<file path="src/rtl/fetch_pc_unit.sv">
// Fetch program counter with RUN/HALTED/TRAPPED control and misaligned-branch trapping.
// Optional instr_count output when FETCH_PERF_COUNTER_EN is defined.
module fetch_pc_unit #(
    parameter logic [31:0] RESET_PC = 32'h0000_0000
) (
    input  logic        clock,
    input  logic        reset,
    input  logic        stall,
    input  logic        branch_taken,
    input  logic [31:0] branch_target,
    input  logic        halt,
    input  logic        resume,
    output logic [31:0] pc,
    output logic [31:0] pc_plus4,
    output logic [4:0]  imem_index,
    output logic        fetch_valid,
    output logic        trap,
    output logic [31:0] trap_pc
`ifdef FETCH_PERF_COUNTER_EN
    ,
    output logic [31:0] instr_count
`endif
);

    typedef enum logic [1:0] {
        StRun,
        StHalted,
        StTrapped
    } state_t;

    localparam logic [31:0] ResetPcAligned = {RESET_PC[31:2], 2'b00};

    state_t      r_state;
    state_t      w_state_next;
    logic [31:0] r_pc;
    logic [31:0] w_pc_next;
    logic        r_trap;
    logic        w_trap_next;
    logic [31:0] r_trap_pc;
    logic [31:0] w_trap_pc_next;
    logic        w_misaligned;
    logic        w_advance;

    assign w_misaligned = branch_taken && (branch_target[1:0] != 2'b00);

    always_comb begin
        w_state_next   = r_state;
        w_pc_next      = r_pc;
        w_trap_next    = r_trap;
        w_trap_pc_next = r_trap_pc;
        w_advance      = 1'b0;
        unique case (r_state)
            StRun: begin
                if (w_misaligned) begin
                    w_state_next   = StTrapped;
                    w_trap_next    = 1'b1;
                    w_trap_pc_next = branch_target;
                end else begin
                    // halt only changes state; the pc update of this cycle still happens
                    if (halt) begin
                        w_state_next = StHalted;
                    end
                    if (branch_taken) begin
                        w_pc_next = branch_target;
                        w_advance = 1'b1;
                    end else if (!stall) begin
                        w_pc_next = r_pc + 32'd4;
                        w_advance = 1'b1;
                    end
                end
            end
            StHalted: begin
                if (resume && !halt) begin
                    w_state_next = StRun;
                end
            end
            StTrapped: begin
            end
            default: begin
                w_state_next = StRun;
            end
        endcase
    end

    always_ff @(posedge clock) begin
        if (reset) begin
            r_state   <= StRun;
            r_pc      <= ResetPcAligned;
            r_trap    <= 1'b0;
            r_trap_pc <= 32'h0000_0000;
        end else begin
            r_state   <= w_state_next;
            r_pc      <= w_pc_next;
            r_trap    <= w_trap_next;
            r_trap_pc <= w_trap_pc_next;
        end
    end

`ifdef FETCH_PERF_COUNTER_EN
    logic [31:0] r_instr_count;

    always_ff @(posedge clock) begin
        if (reset) begin
            r_instr_count <= 32'h0000_0000;
        end else if (w_advance && (r_instr_count != 32'hFFFF_FFFF)) begin
            r_instr_count <= r_instr_count + 32'd1;
        end
    end

    assign instr_count = r_instr_count;
`else
    logic w_unused_advance;
    assign w_unused_advance = w_advance;
`endif

    assign pc          = r_pc;
    assign pc_plus4    = r_pc + 32'd4;
    assign imem_index  = r_pc[6:2];
    assign fetch_valid = (r_state == StRun) && !stall;
    assign trap        = r_trap;
    assign trap_pc     = r_trap_pc;

endmodule

</file>
<file path="config.mk">
export PLATFORM = sky130hd
export DESIGN_NAME = fetch_pc_unit
export DESIGN_NICKNAME = d
export VERILOG_FILES = /design/src/rtl/fetch_pc_unit.sv
export SDC_FILE = /design/constraint.sdc
export NUM_CORES = 1
export LEC_CHECK = 0
export ABC_CLOCK_PERIOD_IN_PS = 7000
export CORE_MARGIN = 3
export CORE_UTILIZATION = 47
export DETAILED_ROUTE_END_ITERATION = 7
export GPL_ROUTABILITY_DRIVEN = 0
export PLACE_DENSITY = 0.87
export RECOVER_POWER = 100
export REMOVE_ABC_BUFFERS = 1
export SLEW_MARGIN = 20
export SYNTH_ARGS = -nofsm -noshare
export SYNTH_HDL_FRONTEND = slang
export SYNTH_SLANG_ARGS = --single-unit
</file>
<file path="constraint.sdc">
create_clock -name clock -period 7 [get_ports clock]
set_clock_uncertainty 0.2 [all_clocks]
set_input_delay 1.05 -clock clock [delete_from_list [all_inputs] [get_ports clock]]
set_output_delay 1.05 -clock clock [all_outputs]
set_load 0.05 [all_outputs]
</file>
### Word-level counts from Yosys, hierarchy flattened

Index checks and enable logic that the tools add are counted.

* add/sub/neg operators: 1
* equal/unequal tests: 5
* multiplexer cells: 6
* bitwise logic cells: 2
* reduce and logical (&&, ||, !) cells: 10

Operators by type and width (count)
* $mux 32: 2
* $add 32x3->32 const B: 1
* $mux 2: 3
* $pmux 2 s3: 1
* $reduce_and 3->1: 2
* $logic_and 1x1->1: 3
* $ne 3x3->1 const B: 1
* $eq 2x1->1 const B: 1
* $eq 2x2->1 const B: 1
* $logic_not 1->1: 2
* $logic_not 2->1: 1
* $ne 2x1->1 const B: 1
* $ne 2x2->1 const B: 1
* $not 1->1: 2
* $reduce_and 2->1: 1
* $reduce_bool 2->1: 1

* register bits after elaboration: 67
* input port bits: 38
* output and inout port bits: 103
* logic and storage cells: 28

### Depth between registers and ports, before layout

* depth after elaboration: 4
* depth in mapped cells: 7
* gate-level depth less buffers: 6

### Worst setup path after synthesis

OpenSTA, ideal clock, no wires.

* kind: register -> output
* start point: register r_pc[15] (netlist: pc[15])
* end point: output port pc_plus4[28]
* arrival time: 2941 ps
* data required time: 5750 ps
* setup slack: 2809 ps
* cell stages (with the launch flop): 7
* cell sequence: dfxtp_1 -> clkbuf_2 -> nand4_1 -> or3_1 -> buf_6 -> or4_4 -> xnor2_1

* longest elaborated chain between the ends: 1

RTL lines
* start: declaration: line 35 `logic [31:0] r_pc;`
* start signal: assignment: line 88 `r_pc <= ResetPcAligned;`
* start signal: assignment: line 93 `r_pc <= w_pc_next;`
* $add 32x3->32: line 117 `assign pc_plus4 = r_pc + 32'd4;`
* end: declaration: line 14 `output logic [31:0] pc_plus4,`

Every way passes these cells.

### Worst setup path in the final report

* start point: register r_pc[2] (netlist: pc[2])
* end point: output port pc_plus4[26]

Same word-level chain as after synthesis.

==> results.toml <==
[outcome]
outcome = "finished with violations"
violations = "capacitance limit, slew limit"

[synth]
synthAdderAreaFrac = 0.00348
synth_compound_area_frac = 0.212
synth.area.mux_share = 0.00834
syn_area_sq_mm = 0.00360
ys_types = 51
synthCells = 484
ys_warn_count = 0
synth_edf_count = 0
async_flop_share = 0
synth_xor_area_frac = 0.0681
ys_ff_latch = 67
synth-simple-area-share = 0.271
yosysSeqAreaShare = 0.373
ys.flop_type = "dfxtp_1"
synth_top_family_by_area = "simple AND/OR/NAND/NOR gates"
synth.avg_cell_area_sq_um = 7.44

[global_routing]
grt_max_degree = 64
overflow = 0
grt_pass1_vias = 3716
grt_pass1_wl_mm = 18.1
antenna_found_initial = 0
grt_usage = 0.255

[route]
vias_per_cell = 5.73
wl_per_cell_um = 16.2
ant_nets = 0
first_pass_iters = 5
drt-initial-drc-count = 361
remaining_drc_errors = 0
wl_mm = 11.3
vias = 3991

[finish]
fin_cells = 697
finish.utilization = 0.701
nNetsFinal = 632
syn_to_final_growth_pct = 42.7
drive_gt1_frac = 0.0435
fillers = 587
diodes = 0

[die]
core_area_sq_mm = 0.00733
dieArea_sq_mm = 0.00875
start_util = 0.491
io_pins = 141
die_h_um = 93.5
die_w_um = 93.5
rows = 31

[clock_tree]
cts_tree = "built"
hold_buffers = 0
post_cts_resized = 0
insertion_delay_ns = 0.34
h-tree-depth = 3
clock_tree.root_cell = "clkbuf_8"
cts.sinks = 67
cts_max_path_buffers = 2
cts_setup_buffers = 0
numCtsBuffers = 9
path_clk_slew_ns = 0.07

[timing]
setup_viol = 0
rsz0062_at_grt = "false"
slew_headroom = -1.05
tns_ns = 0
finalCriticalPeriod_ns = 5.11
slew_violations = 61
fmax_mhz = 196
worst_slew_pin_slew_ns = 3.04
setup_ws_ns = 1.89
finalHoldViolations = 0
period_share = 0.730

[pwr]
power_mw = 1.05
power_density_mw_per_mm2 = 205
irDropWorstVdd_mv = 0.145
p_leak_nw = 2.14

[worst_hold_path]
holdCritPathClass = "flip-flop to flip-flop"

[critical_path]
crit_type = "flip-flop to output pin"
worstSetupEndpointType = "output pin"
cp_data_arrival_time_ns = 3.86
worstPathRequired_ns = 5.75
r2r_slack_ns = 3.87
path_max_fanout = 11
startpoint_type = "flip-flop"

[placed_design]
post-place-ws_ns = 2.39
io_buffer_count = 140
dpl.hpwl_mm = 7.82
dp_cells = 681

[job]
cap_violations = 2
## state kept, by name, summed over array words and instances, names as in the netlist
register and cells:
pc 32, r_state 2, trap 1, trap_pc 32
## synth_stat cells, types with 7 or more instances
master	number	area share
a21oi_1	53	0.074
a22oi_1	7	0.015
buf_4	7	0.015
clkbuf_1	31	0.032
dfxtp_1	67	0.37
nand2_1	106	0.11
nand3_1	18	0.025
nand4_1	8	0.014
nor2_1	27	0.028
nor3_1	13	0.018
nor4_1	12	0.021
o21ai_0	23	0.032
o31ai_1	7	0.015
xnor2_1	12	0.029
xor2_1	16	0.039
## metal layers
| metal | GRT usage | share of wire |
|---|---|---|
| met4 | 0.0720 | 0.014 |
| met3 | 0.0708 | 0.096 |
| met2 | 0.434 | 0.48 |
| met1 | 0.315 | 0.41 |
| met5 | 0 | 0 |
## cells in the final DEF, fill, tap and decap left out, types with 7 or more instances in the layout
| cell | n |
|---|---|
| nand2_1 | 105 |
| dlygate4sd3_1 | 104 |
| dfxtp_1 | 67 |
| a21oi_1 | 53 |
| clkdlybuf4s50_1 | 34 |
| nor2_1 | 27 |
| o21ai_0 | 24 |
| nand3_1 | 18 |
| xor2_1 | 16 |
| nor4_1 | 12 |
| nor3_1 | 12 |
| xnor2_1 | 12 |
| clkbuf_8 | 12 |
| nand4_1 | 8 |
| a22oi_1 | 7 |
| o31ai_1 | 7 |
## critical path, cell delays in order, from the launching register on
cell	delay [ns]
dfxtp_1	0.52
ha_1	0.34
nand4_1	0.36
nor4_1	0.95
nand3_1	0.27
xnor2_1	0.19
dlygate4sd3_1	0.88
## cell type report
type | instances | area (sq um) | area share
clock buffers | 15 | 176 | 0.0343
clock inverters | 1 | 30.0 | 0.00585
inverters | 6 | 22.5 | 0.00438
multi-input cells | 366 | 2030 | 0.396
flip-flops and latches | 67 | 1340 | 0.261
well taps | 99 | 124 | 0.0241
repair buffers | 143 | 1410 | 0.274
## worst paths after layout
kind,cells after the start,from,endpoint
max,6,pc[2]$_SDFFE_PP0P_,pc_plus4[26]
min,2,trap_pc[31]$_SDFFE_PP0P_,trap_pc[31]$_SDFFE_PP0P_
max reg2reg,6,pc[2]$_SDFFE_PP0P_,pc[26]$_SDFFE_PP0P_
min reg2reg,2,trap_pc[31]$_SDFFE_PP0P_,trap_pc[31]$_SDFFE_PP0P_
## power by group
group          leakage, nW  total, mW  internal [mW]  switching [mW]
Clock                0.104      0.343          0.195           0.149
Combinational         1.49      0.282         0.0888           0.193
Sequential           0.547      0.427          0.402          0.0245
## logic make-up after synthesis
kind of cell | Yosys count
AOI/OAI and AO/OA | 125
buffers and inverters | 51
and+or+nand+nor | 209
muxes | 3
DFF | 67
adders and majority gates | 1
xor gates and xnor gates | 28
## per-stage QoR
step	hold WS, ns	area (sq um)
finish	0.249	5140
global route	0.267	5140
CTS	0.255	5140
detailed placement	0.245	4940
global placement	0.243	4940
floorplan	0.306	3390
Note: power is estimated with default switching activity, not from simulation.
